File: src/rtl/fetch_unit.sv
// fetch_unit -- instruction fetch stage of the 16-bit RISC core.
//
// Reads the PC, fetches the instruction word over a req/ack memory
// handshake and holds it in the instruction register until decode takes it.
// Sends increment/load strobes back to the PC and handles branch redirects,
// including redirects that land while a memory read is still outstanding.
//
// Ports:
//   clk, reset     rising-edge clock, asynchronous active-high reset
//   enable         fetching permitted; low finishes the current work, then idles
//   pc_in          current PC register value
//   pc_incr        PC increment strobe (combinational)
//   pc_ld, pc_din  PC load strobe and value (combinational, mirror redirect)
//   redirect       one-cycle branch/jump pulse
//   redirect_addr  branch/jump target
//   mem_req        registered read request, held until mem_ack
//   mem_addr       registered read address, stable while mem_req is high
//   mem_ack        read complete, mem_rdata valid in the same cycle
//   mem_rdata      instruction word from memory
//   ir, ir_pc      instruction register and the address it came from
//   ir_valid       ir holds an instruction for decode
//   ir_ready       decode accepts ir this cycle
//
// Handshakes: a transfer happens in a cycle where valid (mem_req / ir_valid)
// and its acceptance (mem_ack / ir_ready) are both high. A raised mem_req
// never drops and never changes mem_addr until the cycle that carries
// mem_ack (reset excepted). ir_valid stays high with ir stable until
// ir_ready or a redirect.
//
// The FSM state is held in the signal `state` (type state_t) for checkers.

module fetch_unit #(
  parameter int AW = 16,
  parameter int DW = 16
) (
  input  logic          clk,
  input  logic          reset,
  input  logic          enable,
  input  logic [AW-1:0] pc_in,
  output logic          pc_incr,
  output logic          pc_ld,
  output logic [AW-1:0] pc_din,
  input  logic          redirect,
  input  logic [AW-1:0] redirect_addr,
  output logic          mem_req,
  output logic [AW-1:0] mem_addr,
  input  logic          mem_ack,
  input  logic [DW-1:0] mem_rdata,
  output logic [DW-1:0] ir,
  output logic [AW-1:0] ir_pc,
  output logic          ir_valid,
  input  logic          ir_ready
);

  typedef enum logic [1:0] {
    IDLE  = 2'd0,
    REQ   = 2'd1,
    HOLD  = 2'd2,
    DRAIN = 2'd3
  } state_t;

  state_t        state;
  state_t        state_nx;
  logic          restart;       // leave the current state: start a new fetch or idle
  logic [AW-1:0] restart_addr;  // address for that new fetch
  logic          ir_ld;         // non-squashed ack: capture the instruction

  // PC strobes. The redirect always wins, so a squashed ack never increments.
  assign pc_ld   = redirect & ~reset;
  assign pc_din  = redirect_addr;
  assign pc_incr = (state == REQ) & mem_ack & ~redirect & ~reset;

  always_comb begin
    state_nx     = state;
    restart      = 1'b0;
    restart_addr = pc_in;
    ir_ld        = 1'b0;

    case (state)
      IDLE: begin
        if (redirect) begin
          restart      = 1'b1;
          restart_addr = redirect_addr;
        end else if (enable) begin
          restart      = 1'b1;
          restart_addr = pc_in;
        end
      end

      REQ: begin
        if (mem_ack) begin
          if (redirect) begin
            restart      = 1'b1;
            restart_addr = redirect_addr;
          end else begin
            ir_ld    = 1'b1;
            state_nx = HOLD;
          end
        end else if (redirect) begin
          // The read is already out; let it finish, then drop its data.
          state_nx = DRAIN;
        end
      end

      HOLD: begin
        if (redirect) begin
          restart      = 1'b1;
          restart_addr = redirect_addr;
        end else if (ir_ready) begin
          // The PC was incremented on the ack edge, so pc_in is the next address.
          restart      = 1'b1;
          restart_addr = pc_in;
        end
      end

      DRAIN: begin
        if (mem_ack) begin
          // pc_in already holds the latest target; a redirect arriving with
          // the stale ack is newer still and is loaded into the PC this edge.
          restart      = 1'b1;
          restart_addr = redirect ? redirect_addr : pc_in;
        end
      end

      default: state_nx = IDLE;
    endcase

    if (restart) begin
      state_nx = enable ? REQ : IDLE;
    end
  end

  always_ff @(posedge clk or posedge reset) begin
    if (reset) begin
      state    <= IDLE;
      mem_req  <= 1'b0;
      mem_addr <= '0;
      ir       <= '0;
      ir_pc    <= '0;
      ir_valid <= 1'b0;
    end else begin
      state    <= state_nx;
      mem_req  <= (state_nx == REQ) || (state_nx == DRAIN);
      ir_valid <= (state_nx == HOLD);
      if (restart && enable) begin
        mem_addr <= restart_addr;
      end
      if (ir_ld) begin
        ir    <= mem_rdata;
        ir_pc <= mem_addr;
      end
    end
  end

endmodule

File: config.mk
export PLATFORM = sky130hd
export DESIGN_NAME = fetch_unit
export DESIGN_NICKNAME = d
export VERILOG_FILES = /design/src/rtl/fetch_unit.sv
export SDC_FILE = /design/constraint.sdc
export NUM_CORES = 1
export LEC_CHECK = 0
export CAP_MARGIN = 20
export CORE_ASPECT_RATIO = 1.4
export CORE_MARGIN = 2
export CORE_UTILIZATION = 40
export DETAILED_ROUTE_END_ITERATION = 7
export HOLD_SLACK_MARGIN = 0.03
export PLACE_DENSITY = 0.8
export SYNTH_ARGS = -nofsm -noshare
export SYNTH_HDL_FRONTEND = slang
export SYNTH_SLANG_ARGS = --single-unit
File: constraint.sdc
create_clock -name clk -period 2.3 [get_ports clk]
set_input_delay 0.46 -clock clk [delete_from_list [all_inputs] [get_ports clk]]
set_output_delay 0.46 -clock clk [all_outputs]
set_load 0.1 [all_outputs]
Word level (Yosys, flattened, before mapping) --
Index checks and enable logic that the tools add are counted. W data, S select, Z words.
Operators by class: eq/ne operators 6, muxes and demuxes 20, bitwise logic cells 6, reductions and logical operators 5
Operator list (number):
- $mux W16 | 2
- $pmux W16 S2 | 1
- $mux W1 | 11
- $mux W2 | 5
- $eq A2 B2 Y1 const B | 4
- $and A1 B1 Y1 | 4
- $eq A2 B1 Y1 const B | 2
- $pmux W1 S4 | 1
- $reduce_or A2 Y1 | 2
- $logic_not A2 Y1 | 1
- $not A1 Y1 | 2
- $logic_and A1 B1 Y1 | 1
- $logic_or A1 B1 Y1 | 1
Word-level totals: bits in registers 52, input port bits 54, output and inout port bits 68, logic and storage cells 43

Longest topological paths before layout --
Gate-level depths: netlist of the first run.
word-level depth 6, mapped depth 6, mapped depth without buffers 3

Worst setup path after synthesis of the first run --
Ideal clock, no wire load.
path type register to output, start reg state[0], end out pc_incr, arrival 3.258 ns, data required time 1.840 ns, setup slack -1.418 ns, cell stages (with the launch flop) 3, path buffers 0, path through dfrtp_1 nand3b_1 nor3_1
Between the ends: longest elaborated chain between the ends 4
RTL lines:
- start: declaration | RTL line 62 | state_t state;
- start signal: assignment | RTL line 142 | state <= state_nx;
- $eq A2 B1 Y1 | RTL line 71 | assign pc_incr = (state == REQ) & mem_ack & ~redirect & ~reset;
- $and A1 B1 Y1 (3 in series) | RTL line 71
- end: declaration | RTL line 40 | output logic pc_incr,
Every way passes these cells.

Worst setup path after layout of the first run --
start in redirect, end out pc_ld
Between the ends: longest elaborated chain between the ends 1
RTL lines:
- start: declaration | RTL line 43 | input logic redirect,
- $and A1 B1 Y1 | RTL line 69 | assign pc_ld = redirect & ~reset;
- end: declaration | RTL line 41 | output logic pc_ld,
Every way passes these cells.

==> results of run 1 <==
==> registers in the layout, indices dropped and copies added (netlist names) <==
register,flops
ir,16
ir_pc,16
mem_addr,16
state,2
ir_valid,1
==> Yosys cell counts (all sizes together) <==
cell and n:
a41oi 16, nor2 2, nor3 1, or2 1, nand2b 2, inv 2
nand3 16, and4 1, a21oi 1, nor2b 1, buf 22, or3b 2
nand3b 1, a31oi 16, or4b 1, o21ai 17, dfrtp 51, mux2 32
clkbuf 13
==> cell families (layout without fill, tap and decap cells) <==
kind of cell	after synthesis	after routing	synth area share, %
flip-flops	51	51	52.90
buffers and inverters	37	141	9.077
AND/OR/NAND/NOR	28	28	6.795
multiplexers	32	32	14.94
AO/OA/AOI/OAI	50	50	16.29
==> per-stage QoR <==
| stage | setup slack [ns] | area [um2] | util, % |
|---|---|---|---|
| global route | 0.01151 | 3771 | 64.32 |
| floorplan | 0.06815 | 2427 | - |
| global placement | 0.1373 | 3672 | 62.63 |
| finish | 0.1101 | 3771 | 64.32 |
| detailed placement | 0.1063 | 3672 | 62.63 |
| CTS | 0.09971 | 3771 | 64.32 |
==> critical path, stage by stage <==
cell and delay [ns]:
clkdlybuf4s50_1 0.54, buf_4 0.28, inv_1 0.10, nor2_2 0.16
buf_12 0.19
==> cells in the final DEF, fill, tap and decap left out <==
cell type	Yosys	routed
nand3_1	16	16
a31oi_1	6	6
and4_4	1	1
mux2_2	32	32
or3b_1	1	1
nor2_2	0	2
nand3b_1	1	1
inv_1	2	1
nand2b_1	2	2
dfrtp_1	51	50
inv_2	0	1
clkinv_4	0	1
or4b_1	1	1
clkbuf_8	0	6
or3b_2	1	1
buf_12	0	20
a21oi_1	1	1
o21ai_0	17	17
a31oi_2	10	10
clkinvlp_4	0	1
a41oi_1	16	16
dfrtp_2	0	1
clkdlybuf4s50_1	0	53
buf_4	16	58
or2_1	1	1
nor2b_1	1	1
nor3_4	0	1
==> layout make-up <==
cell class | instances | area share [%]
tap | 70 | 2.322
multi-input combinational | 110 | 24.75
sequential | 51 | 33.88
inverter | 2 | 0.1991
clock buffer | 6 | 2.190
clock inverter | 2 | 0.4313
timing repair buffer | 131 | 36.23
==> layer usage <==
| metal | up-vias | wire, um | track usage, % |
|---|---|---|---|
| met1 | 994 | 2331 | 22.69 |
| met4 | 0 | 109 | 6.090 |
| met2 | 95 | 3446 | 33.97 |
| met5 | - | 0 | 0 |
| met3 | 8 | 431 | 3.770 |
| li1 | 938 | - | - |
==> how the worst max path moves through the flow <==
stage | from | endpoint | slack, ns
after global placement | redirect | pc_ld | 0.14
after floorplan | state[0] | pc_incr | 0.07
after detailed placement | redirect | mem_addr[2] | 0.11
final | redirect | pc_ld | 0.11
after CTS | redirect | pc_ld | 0.1
after global routing | redirect | pc_ld | 0.01
==> flow_summary.toml, run 1 <==
[clocking]
cts_sinks = 51
cts_buffer_depth = 2
cts_tree = "built"
cts_buffers = 5
h-tree-depth = 2
post_cts_buffers = 0
clock_latency_ns = 0.30
cts.repair.resized = 0
clk_pin_slew_ns = 0.09
root_buffer = "clkbuf_8"
cts_hold_buf = 0

[floorplanning]
die_w_um = 69.64
pin_count = 122
die_area_um2 = 6677
core_region_area_um2 = 5863
dieHeight_um = 95.89
start_util_pct = 41.14
std_cell_rows = 33

[final_layout]
drive_gt1_share_pct = 44.70
num_antenna_cells = 0
fin_nets = 355
fin_cells = 372
seq_area_um2 = 1277
areaGrowthSynthToFinish_pct = 56.33
fillers = 461
multi_input_area_um2 = 933.4

[sta]
rsz0062_at_grt = "no"
worst-slew-pin-transition_ns = 0.4999
slew_headroom_pct = 66.62
hold_viol_final = 0
setup_tns_ns = 0
finalSetupViolations = 0
slew_viol_final = 0
whs_ns = 0.5143
period_minus_slack_ns = 2.190
clock_skew_ns = 0.009399
fmax_mhz = 456.6
finalCritPeriodShare_pct = 95.21

[critical_path]
cp_max_fo = 19
reg2reg_from = "state[0]"
path_class = "in -> out"
crit_arrival_ns = 1.73
start_kind = "input port"
cp-end-kind = "primary output"
reg2reg_depth = 4
cp.required_ns = 1.84
rr_endpoint = "mem_addr[12]"
r2r_slack_ns = 0.67

[global_routing]
gr-total-overflow = 0
track_usage_pct = 18.81
grt_pass1_vias = 1964
antenna_found_initial = 0
grt_first_pass_wirelength_mm = 10.06
grt_start_max_net_pins = 33

[placement]
dp_cells = 364
routabilityCongestion = 0.8852
post-dp-hpwl_mm = 4.860
port_buffers = 121

[yosys]
syn-num-nets = 252
syn_area_per_cell_um2 = 12.18
synthTopCellsByArea = "dfrtp_1, mux2_2, a41oi_1, a31oi_2, buf_4"
synth_seq_area_share_pct = 52.90
ys_ff_latch = 51
ys_types = 23
yosysTopAreaCell = "dfrtp_1"
synth_top_cell_area_share_pct = 52.90
synthCells = 198
netlist_area_um2 = 2412
yosysWarnings = 0

[worst_hold_path]
hold_path.class = "reg -> reg"
hp-start = "ir[0]"
min_to = "ir[0]"
hold_depth = 1

[route]
drt_iter0_markers = 55
wirelength_mm = 6.319
firstDrtPassIters = 4
drc_errors = 0
vias = 2035
vias_per_cell = 5.470
wl_per_cell_um = 16.99
ant_nets = 0

[status]
status = "complete, no violations"

[flow_run]
drv_cap = 0
Power of run 1 is left out: the tool's default activity adds up to more than one toggle a clock period on the data nets, which glitch-free logic cannot reach.
==> run 2: changes to the inputs <==
--- a/config.mk
+++ b/config.mk
@@ -5,10 +5,12 @@
 export SDC_FILE = /design/constraint.sdc
 export NUM_CORES = 1
 export LEC_CHECK = 0
+export ABC_AREA = 1
 export CAP_MARGIN = 20
 export CORE_ASPECT_RATIO = 1.4
 export CORE_MARGIN = 2
 export CORE_UTILIZATION = 40
+export CTS_CLUSTER_DIAMETER = 50
 export DETAILED_ROUTE_END_ITERATION = 7
 export HOLD_SLACK_MARGIN = 0.03
 export PLACE_DENSITY = 0.8
==> flow_summary.toml, run 2 <==
[yosys]
synthArstFlopShare_pct = 100.0
netlist_area_um2 = 2405
yosysWarnings = 0
synthTopCellsByArea = "dfrtp_1, nand2_1, mux2_4, mux2_2, buf_4"
yosysTopAreaCell = "dfrtp_1"
ys.flop_type = "dfrtp_1"
syn-num-nets = 288
ys_ff_latch = 51
synthMostInstantiatedCell = "nand2_1"
synth_edf_count = 0
ys_types = 18
synthTopCellsByCount = "nand2_1, dfrtp_1, buf_4, nand3_1, mux2_4"
syn_area_per_cell_um2 = 10.28
synthCells = 234
synth_seq_area_share_pct = 53.07
synth_top_cell_area_share_pct = 53.07

[floorplanning]
pin_count = 122
core_region_area_um2 = 5822
dieHeight_um = 95.74
start_util_pct = 41.31
die_area_um2 = 6657
std_cell_rows = 33
die_w_um = 69.53

[clocking]
h-tree-depth = 2
cts_sinks = 51
root_buffer = "clkbuf_8"
post_cts_buffers = 0
clock_latency_ns = 0.30
clk_pin_slew_ns = 0.08
cts_buffer_depth = 2
cts_hold_buf = 0
cts_tree = "built"
cts_buffers = 5
cts.repair.resized = 0

[placement]
routabilityCongestion = 0.8020
port_buffers = 121
dpl_cell_area_um2 = 3625
place_ws_ns = 0.2402
post-dp-hpwl_mm = 4.425

[sta]
period_minus_slack_ns = 2.012
slew_headroom_pct = 70.80
finalCritPeriodShare_pct = 87.46
fin_ws_ns = 0.2885
clock_skew_ns = 0.005365
fmax_mhz = 497.1
finalSetupViolations = 0
rsz0062_at_grt = "no"
hold_viol_final = 0
slew_viol_final = 0
setup_tns_ns = 0
worst-slew-pin-transition_ns = 0.4373

[route]
vias_per_cell = 4.556
drc_errors = 0
drt_iter0_markers = 50
wirelength_mm = 5.493
ant_nets = 0
firstDrtPassIters = 4
wl_per_cell_um = 13.27
vias = 1886

[critical_path]
crit_arrival_ns = 1.55
cp-end-kind = "primary output"
cp_max_fo = 5
start_kind = "input port"
path_class = "in -> out"
cp.required_ns = 1.84

[final_layout]
fin_util_pct = 63.96
num_antenna_cells = 0
final_area_um2 = 3724
fin_nets = 397
fillers = 474
areaGrowthSynthToFinish_pct = 54.84
layout_common_cells = "nand2_1, buf_4, clkdlybuf4s50_1"
drive_gt1_share_pct = 34.59
layout_commonest_cell = "nand2_1"
top_regs = "ir x16, ir_pc x16, mem_addr x16"

[global_routing]
gr-total-overflow = 0
grt_first_pass_wirelength_mm = 8.901
grt_pass1_vias = 1831
grt_start_max_net_pins = 33
antenna_found_initial = 0
track_usage_pct = 16.74

[status]
status = "complete, no violations"

[worst_hold_path]
hold_path.class = "reg -> reg"

[flow_run]
drv_cap = 0
run 2: critical path, cell delays in order:
cell,delay [ns]
clkdlybuf4s50_1,0.58
inv_1,0.09
nor2_1,0.20
buf_12,0.21
run 2: area by class of cell:
| cell class | count | area, um2 | area share, % |
|---|---|---|---|
| well taps | 70 | 87.58 | 2.352 |
| flip-flops and latches | 51 | 1277 | 34.31 |
| inverters | 12 | 45.04 | 1.210 |
| multi-input cells | 146 | 890.9 | 23.92 |
| repair buffers | 127 | 1324 | 35.55 |
| clock inverters | 2 | 16.27 | 0.4368 |
| clock buffers | 6 | 82.58 | 2.218 |
run 2: metrics by stage:
stage          cells  hold slack [ns]
2_1_floorplan    234           0.5917
3_3_place_gp     406           0.4784
3_5_place_dp     406           0.4867
4_1_cts          414           0.5070
5_1_grt          414           0.5234
6_report         414           0.5035
run 2: cells by family after synthesis:
group / Yosys count / share of synthesized area (%)
AO/OA/AOI/OAI: 1 / 0.2079
buffers and inverters: 37 / 10.20
flip-flops: 51 / 53.07
multiplexers: 32 / 17.17
AND/OR/NAND/NOR: 113 / 19.35
run 2: worst paths after layout:
path                            startpoint          end  slack [ns]  cells past startpoint
max in group asynchronous            reset     state[0]        1.20                      3
worst max-delay path              redirect        pc_ld        0.29                      4
worst max register to register    state[0]    ir_pc[13]        0.82                      5
worst min register to register    ir_pc[5]     ir_pc[5]        0.50                      1
min in group asynchronous            reset  mem_addr[8]        0.59                      2
worst min-delay path              ir_pc[5]     ir_pc[5]        0.50                      1
run 2: per-layer routing:
metal / up-vias / part of all wire (%) / track usage (%)
met4: 0 / 2.5 / 7.680
met1: 865 / 41 / 20.82
li1: 946 / - / -
met3: 9 / 5.6 / 3.037
met2: 66 / 51 / 28.53
met5: - / 0 / 0
Power of run 2 is left out for the same reason.
